==> src/rtl/mem_cycle_pkg.sv <==
// Shared definitions for the core-memory cycle scheduler: FSM states,
// digit/address widths, phase counter width and arbiter grant encoding.
`timescale 1ns/1ps
package mem_cycle_pkg;

  // Digit is F,C,8,4,2,1 (flag plus BCD-with-check bits)
  localparam int DIGIT_W = 6;
  localparam int ADDR_W  = 15;
  localparam int CNT_W   = 6;

  // Bit positions inside the one-hot arbiter grant vector
  localparam int GNT_CPU = 0;
  localparam int GNT_IO  = 1;

  typedef enum logic [1:0] {
    IDLE  = 2'd0,
    READ  = 2'd1,
    WRITE = 2'd2,
    ACK   = 2'd3
  } state_t;

  // Phase counter reload value: the counter runs length-1 down to 0
  function automatic logic [CNT_W-1:0] phase_load(input int cyc);
    return CNT_W'(cyc - 1);
  endfunction

endpackage

==> src/rtl/mem_cycle_arb.sv <==
// Two-way fair arbiter: a lone requester wins; on a tie the requester that
// was not served last wins. Grant is one-hot (bit GNT_CPU / GNT_IO).
`timescale 1ns/1ps
module mem_cycle_arb
  import mem_cycle_pkg::*;
(
  input  logic       i_cpu_req,
  input  logic       i_io_req,
  input  logic       i_last_io,
  output logic [1:0] o_grant
);

  // Combinational grant decision
  always_comb begin
    o_grant = 2'b00;
    if (i_cpu_req && i_io_req) begin
      if (i_last_io) begin
        o_grant[GNT_CPU] = 1'b1;
      end else begin
        o_grant[GNT_IO] = 1'b1;
      end
    end else if (i_cpu_req) begin
      o_grant[GNT_CPU] = 1'b1;
    end else if (i_io_req) begin
      o_grant[GNT_IO] = 1'b1;
    end
  end

endmodule

==> src/rtl/mem_cycle_sched.sv <==
// Core-memory cycle scheduler: arbitrates CPU and I/O requests, then runs a
// destructive READ phase followed by a WRITE/regenerate phase and a one-clock
// ACK. Optional feature macro: MEM_CYCLE_PARITY_EN adds the parity_err output
// (pulses with ack when the captured digit's C,8,4,2,1 bits hold an even
// number of ones).
`timescale 1ns/1ps
module mem_cycle_sched
  import mem_cycle_pkg::*;
#(
  parameter int READ_CYC  = 10,
  parameter int WRITE_CYC = 10
) (
  input  logic               clk,
  input  logic               rst_n,
  input  logic               cpu_req,
  input  logic               io_req,
  input  logic               cpu_we,
  input  logic               io_we,
  input  logic [ADDR_W-1:0]  cpu_addr,
  input  logic [ADDR_W-1:0]  io_addr,
  input  logic [DIGIT_W-1:0] cpu_wdata,
  input  logic [DIGIT_W-1:0] io_wdata,
  output logic               cpu_ack,
  output logic               io_ack,
  output logic [DIGIT_W-1:0] rdata,
  output logic [ADDR_W-1:0]  mem_addr,
  output logic               mem_rd_drive,
  output logic               mem_wr_drive,
  output logic [DIGIT_W-1:0] mem_wdata,
  input  logic [DIGIT_W-1:0] mem_rdata,
  output logic               busy,
`ifdef MEM_CYCLE_PARITY_EN
  output logic               parity_err,
`endif
  output logic               grant_io
);

  localparam logic [CNT_W-1:0] READ_LOAD  = phase_load(READ_CYC);
  localparam logic [CNT_W-1:0] WRITE_LOAD = phase_load(WRITE_CYC);

  state_t             r_state;
  state_t             w_state_next;
  logic [CNT_W-1:0]   r_cnt;
  logic [CNT_W-1:0]   w_cnt_next;
  logic               w_latch;
  logic               w_capture;
  logic [1:0]         w_grant;

  // Owner of the running cycle; it also serves as the "last served" bit,
  // since it keeps its value until the next cycle is latched.
  logic               r_owner_io;
  logic               r_we;
  logic [ADDR_W-1:0]  r_addr;
  logic [DIGIT_W-1:0] r_wdata;
  logic [DIGIT_W-1:0] r_rdigit;

  mem_cycle_arb u_arb (
    .i_cpu_req (cpu_req),
    .i_io_req  (io_req),
    .i_last_io (r_owner_io),
    .o_grant   (w_grant)
  );

  // State and phase counter registers
  always_ff @(posedge clk or negedge rst_n) begin
    if (!rst_n) begin
      r_state <= IDLE;
      r_cnt   <= '0;
    end else begin
      r_state <= w_state_next;
      r_cnt   <= w_cnt_next;
    end
  end

  // Request latch and read-digit capture
  always_ff @(posedge clk or negedge rst_n) begin
    if (!rst_n) begin
      r_owner_io <= 1'b0;
      r_we       <= 1'b0;
      r_addr     <= '0;
      r_wdata    <= '0;
      r_rdigit   <= '0;
    end else begin
      if (w_latch) begin
        r_owner_io <= w_grant[GNT_IO];
        if (w_grant[GNT_IO]) begin
          r_we    <= io_we;
          r_addr  <= io_addr;
          r_wdata <= io_wdata;
        end else begin
          r_we    <= cpu_we;
          r_addr  <= cpu_addr;
          r_wdata <= cpu_wdata;
        end
      end
      if (w_capture) begin
        r_rdigit <= mem_rdata;
      end
    end
  end

  // Next-state, counter reload/decrement and registered-state decoded outputs
  always_comb begin
    w_state_next = r_state;
    w_cnt_next   = r_cnt;
    w_latch      = 1'b0;
    w_capture    = 1'b0;
    cpu_ack      = 1'b0;
    io_ack       = 1'b0;
    rdata        = '0;
    mem_addr     = '0;
    mem_rd_drive = 1'b0;
    mem_wr_drive = 1'b0;
    mem_wdata    = '0;
    busy         = (r_state != IDLE);
    grant_io     = (r_state != IDLE) && r_owner_io;

    case (r_state)
      IDLE: begin
        if (w_grant != 2'b00) begin
          w_latch      = 1'b1;
          w_state_next = READ;
          w_cnt_next   = READ_LOAD;
        end
      end
      READ: begin
        mem_rd_drive = 1'b1;
        mem_addr     = r_addr;
        if (r_cnt == '0) begin
          w_capture    = 1'b1;
          w_state_next = WRITE;
          w_cnt_next   = WRITE_LOAD;
        end else begin
          w_cnt_next = r_cnt - 1'b1;
        end
      end
      WRITE: begin
        mem_wr_drive = 1'b1;
        mem_addr     = r_addr;
        mem_wdata    = r_we ? r_wdata : r_rdigit;
        if (r_cnt == '0) begin
          w_state_next = ACK;
        end else begin
          w_cnt_next = r_cnt - 1'b1;
        end
      end
      ACK: begin
        cpu_ack      = ~r_owner_io;
        io_ack       = r_owner_io;
        rdata        = r_rdigit;
        w_state_next = IDLE;
      end
      default: begin
        w_state_next = IDLE;
      end
    endcase
  end

`ifdef MEM_CYCLE_PARITY_EN
  // Odd parity over C,8,4,2,1 is expected; an even count flags an error
  assign parity_err = (r_state == ACK) && !(^r_rdigit[4:0]);
`endif

endmodule

==> config.mk <==
export PLATFORM = sky130hd
export DESIGN_NAME = mem_cycle_sched
export DESIGN_NICKNAME = d
export VERILOG_FILES = /design/src/rtl/mem_cycle_pkg.sv /design/src/rtl/mem_cycle_arb.sv /design/src/rtl/mem_cycle_sched.sv
export SDC_FILE = /design/constraint.sdc
export NUM_CORES = 1
export LEC_CHECK = 0
export CELL_PAD_IN_SITES_DETAIL_PLACEMENT = 0
export CELL_PAD_IN_SITES_GLOBAL_PLACEMENT = 1
export CORE_ASPECT_RATIO = 0.75
export CORE_MARGIN = 2
export CORE_UTILIZATION = 34
export CTS_CLUSTER_SIZE = 16
export DETAILED_ROUTE_END_ITERATION = 10
export PLACE_DENSITY = 0.92
export SLEW_MARGIN = 10
export SYNTH_ARGS = -nofsm -noshare
export SYNTH_HDL_FRONTEND = slang
export SYNTH_SLANG_ARGS = --single-unit
export TNS_END_PERCENT = 100
==> constraint.sdc <==
create_clock -name clk -period 5.35 [get_ports clk]
set_clock_uncertainty 0.05 [all_clocks]
set_input_delay 1.3375 -clock clk [delete_from_list [all_inputs] [get_ports clk]]
set_output_delay 1.3375 -clock clk [all_outputs]
set_load 0.05 [all_outputs]
==> results.py, run 1 <==
metrics = {
    "sta": {
        "rsz0062_at_grt": "false",
        "period_minus_slack_ns": 3.91,
        "timing.final.ws_setup_ns": 1.44,
        "tns_ns": 0,
        "slew_viol_final": 0,
        "tightestPinTransition_ns": 0.991,
        "hold_viol": 0,
        "fmax_mhz": 256,
        "max_slew_margin": 0.338,
        "setup_viol": 0,
        "finalCritPeriodShare": 0.731,
    },
    "power_and_ir_drop": {
        "power_leakage_nw": 1.32,
        "ir_drop_v": 0.000322,
        "powerDensity_nw_per_um2": 690,
    },
    "worst_setup_path": {
        "max_stage_delay_ns": 0.80,
        "cp-startpoint": "r_state[0]$_DFFE_PN0P_",
        "critical_path_class": "register to output pin",
        "arrival_ns": 2.52,
        "startpoint_type": "register",
        "reg2reg_from": "r_state[0]$_DFFE_PN0P_",
        "required_ns": 3.96,
        "cp_slowest_cell": "clkdlybuf4s50_1",
        "path_cells": "inv_1 -> ha_1 -> and2_1 -> clkdlybuf4s50_1",
        "path_max_fanout": 20,
        "rr_worst_depth": 5,
        "cp-end-kind": "output pin",
    },
    "synth": {
        "yosys_warnings": 0,
        "muxShareOfSynthArea": 0.176,
        "netlist.area_leader.share": 0.448,
        "ys_seq_elements": 37,
        "synth_enable_flop_cells": 0,
        "synth-adder-area-share": 0.0363,
        "synth-xor-area-share": 0,
        "synth.cell_area_sq_um": 2070,
        "synth_cell_type_count": 36,
        "synth.area.top_cells": "dfrtp_1, mux2i_1, and2_1",
        "avgSynthCellArea_sq_um": 10.1,
        "synth-simple-area-share": 0.189,
        "yosysTopAreaCell": "dfrtp_1",
        "synth_compound_area_frac": 0.117,
        "synth-main-ff-cell": "dfrtp_1",
        "postSynth.asyncResetShare": 1.00,
        "syn_inst": 204,
        "synth-seq-area-share": 0.448,
        "syn_nets": 264,
        "synth_top_family_by_area": "simple AND/OR/NAND/NOR gates",
    },
    "clock_tree": {
        "clk_root_buffer_cell": "clkbuf_8",
        "worst_skew_pair.late_latency_ns": 0.29,
        "cts_setup_buffers": 0,
        "clk_pin_slew_ns": 0.08,
        "cts_sinks": 37,
        "cts_buffer_depth": 2,
        "cts_tree": "yes",
        "cts_inserted_buffers": 5,
        "h-tree-depth": 2,
        "hold_buffers": 0,
        "cts.repair.resized": 0,
    },
    "cells_and_area": {
        "syn2layout_area_growth_pct": 51.8,
        "drive_gt1_frac": 0.0793,
        "antenna_cells": 0,
        "layout.nets": 349,
        "num-fill-cells": 559,
        "final_cells": 368,
    },
    "global_routing": {
        "antenna_found_initial": 0,
        "grt_max_degree": 45,
        "grt_util_all_layers": 0.154,
        "grt_pass1_vias": 1681,
        "grt_pass1_wl_um": 8110,
        "globalRouteOverflowTotal": 0,
    },
    "floorplan": {
        "coreArea_sq_um": 5860,
        "chipWidth_um": 94.0,
        "die_h_um": 71.5,
        "io_pins": 87,
        "rows": 24,
        "initial_utilization": 0.353,
        "fp.dieArea_sq_um": 6730,
    },
    "placement": {
        "place_inst": 360,
        "gp_congestion": 0.740,
        "dp_hpwl_um": 3830,
        "post-place-ws_ns": 1.73,
        "port_buffers": 86,
    },
    "worst_hold_path": {
        "hp-start": "r_addr[14]$_DFFE_PN0P_",
        "worstHoldPathType": "register to register",
        "min_path_cells": 2,
    },
    "drt": {
        "num_vias": 1755,
        "avgViaCountPerCell": 4.77,
        "route.detailed.drc": 0,
        "first_pass_iters": 4,
        "drtIter0Drc": 69,
        "antenna_left": 0,
        "routed_wl_um": 5060,
        "wl_per_cell_um": 13.8,
    },
    "status": {
        "status": "completed",
    },
    "job": {
        "drv_cap": 0,
    },
}
-- synthesized netlist by cell type (2+ instances only) --
cell and number:
nand2_1 24, mux2i_1 28, nor3b_1 3, nand3_1 2, nor2b_1 8, ha_1 6, a31oi_1 3, nor2_1 4
dfrtp_1 37, inv_1 7, o22ai_1 2, and2_1 22, buf_2 2, o21ai_0 22, clkbuf_1 6, mux2_2 6
a21oi_1 3
-- layout make-up --
cell class | count | area [sq um] | area share
multi-input combinational | 151 | 1090 | 0.346
sequential | 37 | 926 | 0.295
timing repair buffer | 87 | 863 | 0.275
tap | 78 | 97.6 | 0.0311
clock buffer | 5 | 68.8 | 0.0219
clock inverter | 3 | 68.8 | 0.0219
inverter | 7 | 26.3 | 0.00838
-- cells in the final DEF (no fill, tap or decap), drive strengths merged, types with 2 or more instances in the layout --
cell type,n
dfrtp,37
mux2i,28
clkbuf,5
clkdlybuf4s50,85
nor3b,3
bufinv,2
nand3,3
inv,8
ha,6
mux2,7
nor2b,8
a21oi,4
o22ai,2
nor2,4
buf,2
o21ai,23
and2,22
a31oi,3
nand2,24
-- metrics by stage --
stage | utilization | power [mW] | instance area [sq um] | hold slack, ns
3_5_place_dp | 0.512 | 1.89 | 3000 | 0.414
6_report | 0.536 | 2.16 | 3140 | 0.428
3_3_place_gp | 0.512 | 1.86 | 3000 | 0.404
5_1_grt | 0.536 | 2.30 | 3140 | 0.457
4_1_cts | 0.536 | 2.19 | 3140 | 0.432
2_1_floorplan | - | 1.47 | 2070 | 0.392
-- sequential cells by signal, indices dropped and copies added, names as in the netlist --
register and flops:
r_addr 15, r_cnt 6, r_rdigit 6, r_wdata 6, r_state 2, r_owner_io 1, r_we 1
-- path summary, 6_finish.rpt --
| kind | end | slack, ns |
|---|---|---|
| max in group asynchronous | r_addr[2]$_DFFE_PN0P_ | 3.66 |
| min | r_addr[14]$_DFFE_PN0P_ | 0.43 |
| min in group asynchronous | r_addr[14]$_DFFE_PN0P_ | 1.07 |
| min reg2reg | r_addr[14]$_DFFE_PN0P_ | 0.43 |
| max reg2reg | r_cnt[5]$_DFFE_PN0P_ | 3.12 |
| max | mem_addr[4] | 1.44 |
-- kinds of logic (layout without fill, tap and decap cells) --
logic type	Yosys count	after routing
adders and majority gates	6	6
buffers and inverters	16	102
and+or+nand+nor	70	70
AOI/OAI and AO/OA	40	40
DFF	37	37
muxes	35	35
-- report_power, final --
| part | leakage [nW] | total (mW) | switching, mW | internal [mW] |
|---|---|---|---|---|
| logic | 0.802 | 1.35 | 0.838 | 0.513 |
| registers | 0.453 | 0.520 | 0.106 | 0.414 |
| clock network | 0.0687 | 0.294 | 0.106 | 0.188 |
| total | 1.32 | 2.16 | 1.05 | 1.11 |
-- per-layer routing --
layer | wire, um | up-vias | global-route usage | share of wire
met1 | 2380 | 798 | 0.207 | 0.47
met4 | 48 | 0 | 0.0386 | 0.0095
met2 | 2260 | 72 | 0.248 | 0.45
li1 | - | 877 | - | -
met5 | 0 | - | 0 | 0
met3 | 374 | 8 | 0.0442 | 0.074
-- worst max-delay path, delay by kind of cell (launching register included) --
kind	cells	cell delay, ns
simple gates	1	0.22
fa+ha+maj	1	0.68
flops	1	0.42
buf+inv	2	0.91
Power figures use the tool's default switching activity.
==> run 2, diff against run 1 <==
--- a/config.mk
+++ b/config.mk
@@ -9,10 +9,10 @@
 export CELL_PAD_IN_SITES_GLOBAL_PLACEMENT = 1
 export CORE_ASPECT_RATIO = 0.75
 export CORE_MARGIN = 2
-export CORE_UTILIZATION = 34
+export CORE_UTILIZATION = 28
 export CTS_CLUSTER_SIZE = 16
 export DETAILED_ROUTE_END_ITERATION = 10
-export PLACE_DENSITY = 0.92
+export PLACE_DENSITY = 0.81
 export SLEW_MARGIN = 10
 export SYNTH_ARGS = -nofsm -noshare
 export SYNTH_HDL_FRONTEND = slang
==> constraint.sdc (replaced) <==
create_clock -name clk -period 3.2 [get_ports clk]
set_clock_uncertainty 0.05 [all_clocks]
set_input_delay 0.8 -clock clk [delete_from_list [all_inputs] [get_ports clk]]
set_output_delay 0.8 -clock clk [all_outputs]
set_load 0.05 [all_outputs]
==> run 2 against run 1 <==
Via count down 1.8%; largest power group unchanged; combinational power up 64%; non-clock buffer count up 2; cell count up 6.8%; wire length down 2.1%; global-route usage down 3.1 points; sequential cell count unchanged.
==> results.py, run 2 (synthesized netlist as in run 1, its figures left out) <==
metrics = {
    "placement": {
        "dp_hpwl_um": 3800,
        "port_buffers": 86,
        "post-place-ws_ns": 0.433,
        "gp_congestion": 0.815,
    },
    "drt": {
        "num_vias": 1724,
        "first_pass_iters": 4,
        "avgViaCountPerCell": 4.39,
        "route.detailed.drc": 0,
        "wl_per_cell_um": 12.6,
        "routed_wl_um": 4950,
        "drtIter0Drc": 57,
        "antenna_left": 0,
    },
    "worst_setup_path": {
        "arrival_ns": 2.22,
        "rrSetupSlack_ns": 1.05,
        "startpoint_type": "register",
        "reg2reg_from": "r_state[0]$_DFFE_PN0P_",
        "rr_worst_depth": 5,
        "cp-end-kind": "output pin",
        "path_max_fanout": 10,
        "critical_path_class": "register to output pin",
        "r2r_end": "r_cnt[5]$_DFFE_PN0P_",
        "required_ns": 2.35,
    },
    "clock_tree": {
        "cts_inserted_buffers": 5,
        "clk_pin_slew_ns": 0.07,
        "cts.repair.resized": 0,
        "h-tree-depth": 2,
        "cts_sinks": 37,
        "cts_tree": "yes",
        "worst_skew_pair.late_latency_ns": 0.29,
        "clk_root_buffer_cell": "clkbuf_8",
        "hold_buffers": 0,
        "cts_setup_buffers": 0,
        "cts_buffer_depth": 2,
    },
    "worst_hold_path": {
        "worstHoldPathType": "register to register",
        "hold_end": "r_addr[3]$_DFFE_PN0P_",
        "min_path_cells": 2,
        "hp-start": "r_addr[3]$_DFFE_PN0P_",
    },
    "sta": {
        "setup_viol": 0,
        "tns_ns": 0,
        "fmax_mhz": 326,
        "hold_viol": 0,
        "tightestPinTransition_ns": 0.829,
        "max_slew_margin": 0.447,
        "rsz0062_at_grt": "false",
        "slew_viol_final": 0,
        "finalCritPeriodShare": 0.959,
        "period_minus_slack_ns": 3.07,
        "timing.final.ws_setup_ns": 0.130,
    },
    "cells_and_area": {
        "layout_common_cells": "clkdlybuf4s50_1, dfrtp_1, mux2i_1",
        "antenna_cells": 0,
        "largest_register": "r_addr",
        "layout.nets": 351,
        "mostFrequentLayoutCell": "clkdlybuf4s50_1",
        "drive_gt1_frac": 0.137,
        "largest_register_ffs": 15,
        "syn2layout_area_growth_pct": 51.6,
    },
    "global_routing": {
        "grt_pass1_vias": 1690,
        "grt_pass1_wl_um": 7800,
        "grt_util_all_layers": 0.123,
        "grt_max_degree": 45,
        "antenna_found_initial": 0,
        "globalRouteOverflowTotal": 0,
    },
    "job": {
        "drv_cap": 0,
    },
    "floorplan": {
        "initial_utilization": 0.285,
        "die_h_um": 78.4,
        "rows": 27,
        "chipWidth_um": 103,
        "io_pins": 87,
        "fp.dieArea_sq_um": 8090,
        "coreArea_sq_um": 7260,
    },
    "power_and_ir_drop": {
        "powerDensity_nw_per_um2": 1120,
        "ir_drop_v": 0.000417,
        "power_leakage_nw": 1.40,
    },
    "status": {
        "status": "completed",
    },
}
## run 2: worst max path at each step
stage | startpoint | endpoint | slack, ns | cells after the start
4_1_cts | r_state[0]$_DFFE_PN0P_ | mem_wdata[0] | 0.11 | 4
5_1_grt | r_state[0]$_DFFE_PN0P_ | mem_wdata[4] | 0.01 | 4
3_3_place_gp | r_state[0]$_DFFE_PN0P_ | mem_wdata[4] | 0.54 | 4
2_1_floorplan | r_state[0]$_DFFE_PN0P_ | mem_wdata[0] | 0.48 | 3
6_report | r_state[0]$_DFFE_PN0P_ | mem_wdata[4] | 0.13 | 4
3_5_place_dp | r_state[0]$_DFFE_PN0P_ | mem_wdata[0] | 0.43 | 4
## run 2: cell type report
| class | count | area, sq um |
|---|---|---|
| well taps | 101 | 126 |
| repair buffers | 89 | 848 |
| fillers | 720 | 4130 |
| clock buffers | 6 | 82.6 |
| multi-input cells | 151 | 1090 |
| clock inverters | 2 | 37.5 |
| flip-flops and latches | 37 | 926 |
| inverters | 7 | 26.3 |
## run 2: critical path, cell delays in order (launching register included)
cell             delay [ns]
dfrtp_1                0.42
inv_1                  0.12
ha_1                   0.39
nor2b_1                0.19
clkdlybuf4s50_1        0.81
## run 2: power by group
group	total (mW)	internal (mW)	switching, mW
Clock	0.422	0.253	0.169
Sequential	0.870	0.693	0.177
Combinational	2.21	0.817	1.39
Total	3.50	1.76	1.74
## run 2: metrics by stage
stage / hold WS, ns / util / std cells / total power, mW / instance area (sq um)
3_3_place_gp: 0.403 / 0.414 / 385 / 3.09 / 3010
2_1_floorplan: 0.392 / - / 204 / 2.46 / 2070
3_5_place_dp: 0.412 / 0.414 / 385 / 3.12 / 3010
6_report: 0.420 / 0.431 / 393 / 3.50 / 3130
4_1_cts: 0.430 / 0.430 / 393 / 3.55 / 3130
5_1_grt: 0.445 / 0.431 / 393 / 3.74 / 3130
## run 2: per-layer routing
metal,track usage,up-vias,wire [um]
met5,0,-,0
met4,0.0329,0,34
met3,0.0410,5,396
met2,0.186,67,2070
met1,0.168,772,2460
li1,-,880,-
